[src/rtl/seven_seg_pkg.sv]
// Shared constants and the digit record for the seven-segment scanner.
package seven_seg_pkg;

    localparam logic [1:0] MODE_OFF = 2'd0;
    localparam logic [1:0] MODE_DEC = 2'd1;
    localparam logic [1:0] MODE_RAW = 2'd3;

    localparam int unsigned NUM_DIGITS = 4;
    localparam int unsigned SEL_W      = 2;

    typedef struct packed {
        logic [7:0] value;
        logic [1:0] mode;
    } digit_t;

    // A decimal zero is the only digit that can take part in leading-zero blanking.
    function automatic logic is_dec_zero(digit_t d);
        return (d.mode == MODE_DEC) && (d.value == 8'd0);
    endfunction

endpackage

[src/rtl/seven_seg_scanner_if.sv]
// Register-write and display-output bundle between host and scanner.
interface seven_seg_scanner_if;
    import seven_seg_pkg::*;

    logic                  wr_en;
    logic [SEL_W-1:0]      wr_addr;
    logic [7:0]            wr_data;
    logic [1:0]            wr_mode;
    logic                  lzb;
    logic [NUM_DIGITS-1:0] blink_mask;
    logic [SEL_W-1:0]      sel;
    logic [7:0]            number;
    logic [1:0]            en;
    logic                  tick;

    modport master (
        output wr_en, wr_addr, wr_data, wr_mode, lzb, blink_mask,
        input  sel, number, en, tick
    );

    modport slave (
        input  wr_en, wr_addr, wr_data, wr_mode, lzb, blink_mask,
        output sel, number, en, tick
    );

endinterface

[src/rtl/seven_seg_tick_gen.sv]
// Modulo-DIV counter advanced by adv; wrap pulses while adv is high at the terminal count.
module seven_seg_tick_gen #(
    parameter int unsigned DIV = 4
) (
    input  logic clk,
    input  logic rst,
    input  logic adv,
    output logic wrap
);

    localparam int unsigned CW = (DIV > 1) ? $clog2(DIV) : 1;
    localparam logic [CW-1:0] LAST = CW'(DIV - 1);

    logic [CW-1:0] cnt_q;
    logic          at_last;

    assign at_last = (cnt_q == LAST);
    assign wrap    = adv && at_last;

    always_ff @(posedge clk or posedge rst) begin
        if (rst) begin
            cnt_q <= '0;
        end else if (adv) begin
            cnt_q <= at_last ? '0 : cnt_q + CW'(1);
        end
    end

endmodule

[src/rtl/seven_seg_scanner.sv]
// Four-digit time-multiplexing front end: digit register file, anode scan,
// leading-zero blanking and per-digit blink feeding a registered decoder interface.
module seven_seg_scanner
    import seven_seg_pkg::*;
#(
    parameter int unsigned REFRESH_DIV = 100000,
    parameter int unsigned BLINK_TICKS = 256
) (
    input  logic                clk,
    input  logic                rst,
    seven_seg_scanner_if.slave  bus
);

    digit_t                digits_q [NUM_DIGITS];
    logic [SEL_W-1:0]      sel_q;
    logic                  blink_phase_q;
    logic [7:0]            number_q;
    logic [1:0]            en_q;
    logic                  tick;
    logic                  blink_wrap;
    logic [NUM_DIGITS-1:0] blank;
    logic                  chain;
    logic                  hide;

    seven_seg_tick_gen #(
        .DIV (REFRESH_DIV)
    ) u_refresh (
        .clk  (clk),
        .rst  (rst),
        .adv  (1'b1),
        .wrap (tick)
    );

    seven_seg_tick_gen #(
        .DIV (BLINK_TICKS)
    ) u_blink (
        .clk  (clk),
        .rst  (rst),
        .adv  (tick),
        .wrap (blink_wrap)
    );

    // Blanking runs from the leftmost digit down; any non-zero, raw or off digit ends it.
    always_comb begin
        blank = '0;
        chain = bus.lzb;
        for (int i = NUM_DIGITS - 1; i >= 1; i--) begin
            chain    = chain && is_dec_zero(digits_q[i]);
            blank[i] = chain;
        end
    end

    assign hide = blank[sel_q] || (bus.blink_mask[sel_q] && blink_phase_q);

    always_ff @(posedge clk or posedge rst) begin
        if (rst) begin
            for (int i = 0; i < NUM_DIGITS; i++) begin
                digits_q[i] <= '{value: 8'd0, mode: MODE_OFF};
            end
        end else if (bus.wr_en) begin
            digits_q[bus.wr_addr] <= '{value: bus.wr_data, mode: bus.wr_mode};
        end
    end

    always_ff @(posedge clk or posedge rst) begin
        if (rst) begin
            sel_q         <= '0;
            blink_phase_q <= 1'b0;
        end else begin
            if (tick) begin
                sel_q <= sel_q + SEL_W'(1);
            end
            if (blink_wrap) begin
                blink_phase_q <= ~blink_phase_q;
            end
        end
    end

    // Registered on purpose: number/en trail sel by one cycle, invisible at scan rates.
    always_ff @(posedge clk or posedge rst) begin
        if (rst) begin
            number_q <= 8'd0;
            en_q     <= MODE_OFF;
        end else begin
            number_q <= digits_q[sel_q].value;
            en_q     <= hide ? MODE_OFF : digits_q[sel_q].mode;
        end
    end

    assign bus.sel    = sel_q;
    assign bus.number = number_q;
    assign bus.en     = en_q;
    assign bus.tick   = tick;

endmodule

[src/flat_wrapper.sv]
// flat-port wrapper written by rule: the top's interface ports become plain ports
module seven_seg_scanner_flat import seven_seg_pkg::*;
#(
    parameter int unsigned REFRESH_DIV = 100000,
    parameter int unsigned BLINK_TICKS = 256
)
  (clk, rst, bus_wr_en, bus_wr_addr, bus_wr_data, bus_wr_mode, bus_lzb, bus_blink_mask, bus_sel, bus_number, bus_en, bus_tick);
  seven_seg_scanner_if bus_i ();
  input  logic clk;
  input  logic rst;
  input wire logic [$bits(bus_i.wr_en)-1:0] bus_wr_en;
  input wire logic [$bits(bus_i.wr_addr)-1:0] bus_wr_addr;
  input wire logic [$bits(bus_i.wr_data)-1:0] bus_wr_data;
  input wire logic [$bits(bus_i.wr_mode)-1:0] bus_wr_mode;
  input wire logic [$bits(bus_i.lzb)-1:0] bus_lzb;
  input wire logic [$bits(bus_i.blink_mask)-1:0] bus_blink_mask;
  output wire logic [$bits(bus_i.sel)-1:0] bus_sel;
  output wire logic [$bits(bus_i.number)-1:0] bus_number;
  output wire logic [$bits(bus_i.en)-1:0] bus_en;
  output wire logic [$bits(bus_i.tick)-1:0] bus_tick;
  assign bus_i.wr_en = bus_wr_en;
  assign bus_i.wr_addr = bus_wr_addr;
  assign bus_i.wr_data = bus_wr_data;
  assign bus_i.wr_mode = bus_wr_mode;
  assign bus_i.lzb = bus_lzb;
  assign bus_i.blink_mask = bus_blink_mask;
  assign bus_sel = bus_i.sel;
  assign bus_number = bus_i.number;
  assign bus_en = bus_i.en;
  assign bus_tick = bus_i.tick;
  seven_seg_scanner #(.REFRESH_DIV(REFRESH_DIV), .BLINK_TICKS(BLINK_TICKS)) u_core (.clk(clk), .rst(rst), .bus(bus_i));
endmodule
[config.mk]
export PLATFORM = sky130hd
export DESIGN_NAME = seven_seg_scanner_flat
export DESIGN_NICKNAME = d
export VERILOG_FILES = /design/src/rtl/seven_seg_pkg.sv /design/src/rtl/seven_seg_scanner_if.sv /design/src/rtl/seven_seg_tick_gen.sv /design/src/rtl/seven_seg_scanner.sv /design/src/flat_wrapper.sv
export SDC_FILE = /design/constraint.sdc
export NUM_CORES = 1
export LEC_CHECK = 0
export BUFFER_PORTS_ARGS = -buffer_cell sky130_fd_sc_hd__buf_4
export CAP_MARGIN = 20
export CORE_AREA = 2 2 104 116
export DETAILED_ROUTE_END_ITERATION = 6
export DIE_AREA = 0 0 106 118
export GPL_TIMING_DRIVEN = 0
export PLACE_DENSITY = 0.58
export SLEW_MARGIN = 0
export SYNTH_ARGS = -nofsm -noshare
export SYNTH_HDL_FRONTEND = slang
export SYNTH_SLANG_ARGS = --single-unit
[constraint.sdc]
create_clock -name clk -period 5 [get_ports clk]
set_input_delay 0.5 -clock clk [delete_from_list [all_inputs] [get_ports clk]]
set_output_delay 0.5 -clock clk [all_outputs]
set_load 0.05 [all_outputs]
Yosys cells after proc, flatten, opt, wreduce, memory -nomap -nowiden:

Cells that the tools add are included.

* bitwise operators: 3
* add/subtract/negate cells: 3
* eq/ne operators: 5
* multiplexer cells: 13
* reductions and logical operators: 13
* $lt $le $gt $ge: 4

Operators by type and width (number)
* bitwise mux 40 bit: 1
* 2-to-1 mux 10 bit: 3
* zero test 8 bit: 3
* binary-select mux 10 bit (select 2 bit): 1
* demux 10 bit (select 2 bit): 1
* adder 17 x 1 -> 17 bit (second input constant): 1
* == test 17 bit (second input constant): 1
* 2-to-1 mux 17 bit: 1
* logical AND 1 bit: 9
* adder 8 x 1 -> 8 bit (second input constant): 1
* == test 8 bit (second input constant): 1
* 2-to-1 mux 8 bit: 1
* == test 2 x 1 -> 1 bit (second input constant): 3
* greater-or-equal comparator 3 bit (second input constant): 2
* NOT 2 -> 3 bit: 2
* binary-select mux 1 bit (select 2 bit): 2
* < comparator 2 x 3 -> 1 bit (second input constant): 1
* < comparator 3 x 1 -> 1 bit (second input constant): 1
* adder 2 x 1 -> 2 bit (second input constant): 1
* 2-to-1 mux 1 bit: 2
* 2-to-1 mux 2 bit: 1
* logical OR 1 bit: 1
* NOT 1 bit: 1

* flip-flop bits (word level): 78
* output and inout port bits: 13

Longest topological paths before layout:

* word-level depth: 9
* gate-level depth with buffers: 7
* gate-level depth less buffers: 6

Modules after synthesis:

A second synthesis with hierarchy kept.

* cells, all modules: 259
* area total of the unflattened synthesis: 3510.9 µm²

Modules (own cells, without submodules)
* seven_seg_scanner: cells an instance 138, times used 1, area an instance 2255.9 µm², seq. area each 1326.3 µm²
* seven_seg_tick_gen at u_core.u_refresh: cells an instance 80, times used 1, area an instance 850.8 µm², seq. area each 425.4 µm²
* seven_seg_tick_gen at u_core.u_blink: cells an instance 41, times used 1, area an instance 404.1 µm², seq. area each 200.2 µm²

Worst setup path after synthesis:

No wires, ideal clock.

* path type: register -> output
* from: register u_core.u_refresh.cnt_q[0]
* to: output bus_tick
* data required time: 4.500 ns
* arrival time: 1.325 ns
* slack: 3.175 ns
* buffers on the path: 1
* stages on the path, launching flop included: 6
* cell sequence: dfrtp_1 ha_1 and4_1 nand4_1 inv_1 buf_4

* longest elaborated chain between the ends: 1

RTL lines
* start: declaration: RTL line seven_seg_tick_gen.sv:14 `logic [CW-1:0] cnt_q;`
* start signal: assignment: RTL line seven_seg_tick_gen.sv:24 `cnt_q <= at_last ? '0 : cnt_q + CW'(1);`
* == test 17 bit: RTL line seven_seg_tick_gen.sv:17 `assign at_last = (cnt_q == LAST);`
* end: declaration: RTL line flat_wrapper.sv:20 `output wire logic [$bits(bus_i.tick)-1:0] bus_tick;`

No other way between the ends.

Final worst setup path:

Ends and elaborated chain as after synthesis.

==> impl_metrics.tcl <==
set metrics [dict create \
    status "complete, no violations" \
    portBuffers 32 \
    cp_cell_sequence "ha_1, and4_1, nand4_1, inv_1, buf_4, buf_4" \
    fin_nets 316 \
    postSynthCellCount 250 \
    setup_viol 0 \
    reg2reg_to "u_core.u_blink.cnt_q[7]" \
    core_area_sq_um 11340 \
    finalMaxSlewViolations 0 \
    ys_warn_count 0 \
    synthTopCellsByArea "dfrtp_1 57%, mux2_2 13%, mux4_2 7.2%" \
    p_comb_share_pct 13.1 \
    slowest_stage "dfrtp_1" \
    dpl_worst_slack_ns 2.791 \
    place_hpwl_um 4959 \
    grt_pass1_wl_um 11610 \
    setup_ws_ns 2.441 \
    cp_max_fo 10 \
    synth_edf_count 0 \
    seqCellArea_sq_um 1952 \
    cts.sinks 78 \
    io_pins 33 \
    num-fill-cells 1078 \
    drive_gt1_share_pct 36.45 \
    path_clk_slew_ns 0.06 \
    vias_per_cell 4.800 \
    yosys.cell_types.count 39 \
    numCtsBuffers 9 \
    place_congestion 0.7503 \
    post-route-period-util_pct 51.19 \
    htree_levels 3 \
    switching_share_pct 26.20 \
    tightest_slew_ns 0.7150 \
    die_area_sq_um 12510 \
    overflow 0 \
    ys_seq_elements 78 \
    crit_path_start_kind "flip-flop" \
    ir_worst_vdd_uv 213.5 \
    die_h_um 118 \
    design_area_sq_um 4205 \
    post_synth.cell_area_avg_sq_um 13.79 \
    place_area_sq_um 3906 \
    min_period_ns 2.559 \
    arrival_ns 2.06 \
    start_util_pct 30.42 \
    antenna_cells 0 \
    relSlewSlack_pct 52.34 \
    internal_power_uw 1204 \
    cpPeakStageDelay_ns 0.36 \
    crit_buf_inv 3 \
    powerDensity_nw_per_um2 387.9 \
    power_frac_clock_pct 40.2 \
    criticalPathCategory "flip-flop to output port" \
    yosys_most_used_dff "dfrtp_1" \
    cts-resized-gates 0 \
    antenna_found_initial 0 \
    root_buffer "clkbuf_16" \
    rsz0062_at_grt "false" \
    critPathCaptureType "output port" \
    drtAntennaViolNets 0 \
    grt_pass1_vias 2186 \
    switching_power_uw 427.5 \
    hold_class "input port to async pin" \
    gr-usage-all-layers_pct 12.03 \
    syn_nets 272 \
    die_x_um 106 \
    finalWirelength_um 7111 \
    crit_path_frequent_cell "buf_4" \
    tns_ns 0 \
    cp-startpoint "u_core.u_refresh.cnt_q[0]" \
    cp-endpoint "bus_tick" \
    cp_num_cells 6 \
    r2r_start "u_core.u_refresh.cnt_q[0]" \
    vias 2155 \
    first_iter_violations 78 \
    clock_latency_ns 0.34 \
    rows 41 \
    drtPass1Iterations 4 \
    p_leak_uw 0.001805 \
    clock_skew_ns 0.009600 \
    grt_max_degree 51 \
    reg2reg_slack_ns 3.23 \
    multi_input_area_sq_um 1421 \
    hold_ws_ns 0.1617 \
    timing.fmax_mhz 390.7 \
    wl_per_cell_um 15.84 \
    cts_setup_buffers 0 \
    synth_top_area_share_pct 56.60 \
    clk_path_buf_depth 2 \
    cp_top_family "buffers and inverters" \
    yosysTopAreaCell "dfrtp_1" \
    critPathRequiredTime_ns 4.50 \
    syn_to_final_growth_pct 21.95 \
    cts_tree "yes" \
    pwr-share-seq_pct 46.6 \
    ff2ff_path_depth 7 \
    drv_cap 0 \
    netlist_area_sq_um 3448 \
    yosysSeqAreaShare_pct 56.60 \
    async_flop_share_pct 100.0 \
    drt_drc_violations_left 0 \
    hold_viol 0 \
    cts_hold_buf 0 \
]
-- power groups by stage --
stage          clock (uW)  sequential, uW  combinational [uW]
6_report              657             760                 214
5_1_grt               691             769                 231
4_1_cts               667             762                 219
3_5_place_dp            0             773                 218
3_3_place_gp            0             769                 212
2_1_floorplan           0             806                 101
-- cell usage after synthesis, types with 2 or more instances --
library cell	n
dfrtp_1	78
mux2_2	40
nand2_1	15
mux4_2	11
nor2_1	10
xor2_1	10
nand4_1	9
xnor2_1	9
nand3_1	8
and3_1	5
inv_1	5
nor3_1	5
nor4_1	4
and4_1	3
buf_2	3
a21oi_1	2
and2_1	2
and4b_1	2
buf_6	2
clkbuf_1	2
ha_1	2
nand3b_1	2
nor4b_1	2
nor4b_4	2
o21ai_0	2
o21ai_1	2
-- sequential cells by signal (all words and copies together) (netlist names) --
signal and count:
u_core.u_refresh.cnt_q 17, u_core.blink_phase_q 1, u_core.bus.en 2, u_core.u_blink.cnt_q 8, u_core.bus.number 8, u_core.digits_q 40
u_core.bus.sel 2
-- how the worst min path moves through the flow --
stage / start / end / slack, ns / cells after the start
final: rst / u_core.u_refresh.cnt_q[11] / 0.16 / 2
after global routing: rst / u_core.u_refresh.cnt_q[11] / 0.19 / 2
after CTS: rst / u_core.u_refresh.cnt_q[11] / 0.18 / 2
after detailed placement: u_core.u_refresh.cnt_q[0] / u_core.u_refresh.cnt_q[0] / 0.45 / 1
after global placement: u_core.u_refresh.cnt_q[0] / u_core.u_refresh.cnt_q[0] / 0.44 / 1
after floorplan: u_core.u_refresh.cnt_q[0] / u_core.u_refresh.cnt_q[0] / 0.42 / 1
-- cell families (layout without fill, tap and decap cells) --
kind of cell / Yosys count / after routing / synth area share, %
flip-flops: 78 / 78 / 56.60
adder cells (fa/ha/maj): 2 / 2 / 0.7256
AND/OR/NAND/NOR: 72 / 72 / 12.52
AO/OA/AOI/OAI: 13 / 13 / 2.613
XOR/XNOR: 19 / 19 / 4.826
buffers and inverters: 14 / 63 / 2.177
multiplexers: 52 / 52 / 20.54
-- worst reg2reg max path: stages, from the launching register on --
cell	delay [ns]
dfrtp_1	0.36
ha_1	0.20
and4_1	0.32
nand4_1	0.17
inv_1	0.23
buf_4	0.23
a31oi_1	0.09
nor2_1	0.10
-- routing by layer --
layer  up-vias  GRT usage [%]  wire (um)
met5         -              0          0
li1       1019              -          -
met3         8          3.378        275
met1      1081          15.30       3182
met2        47          20.00       3573
met4         0          3.454         79
-- through the flow --
step,util (%),cells,power (uW)
final,37.09,449,1631
after global routing,37.09,449,1691
after CTS,37.09,449,1648
after detailed placement,34.46,433,990.5
after global placement,34.19,432,980.9
after floorplan,-,250,907.1
-- placed cells by master, fill, tap and decap left out, types with 4 or more instances in the layout --
cell type / instances
inv_1: 4
xor2_1: 10
and3_1: 5
nor2_1: 10
nor4_1: 4
buf_4: 33
xnor2_1: 9
mux2_2: 40
nor3_1: 5
nand3_1: 8
dfrtp_1: 78
nand4_1: 9
clkbuf_16: 9
nand2_1: 15
mux4_2: 11
-- cell type report --
class,count,area share (%)
tap,150,4.463
clock buffer,10,5.445
inverter,5,0.5058
clock inverter,6,1.666
timing repair buffer,33,6.367
buffer,9,1.339
sequential,78,46.41
multi-input combinational,158,33.80
No activity file was read; power rests on OpenSTA's default activity.
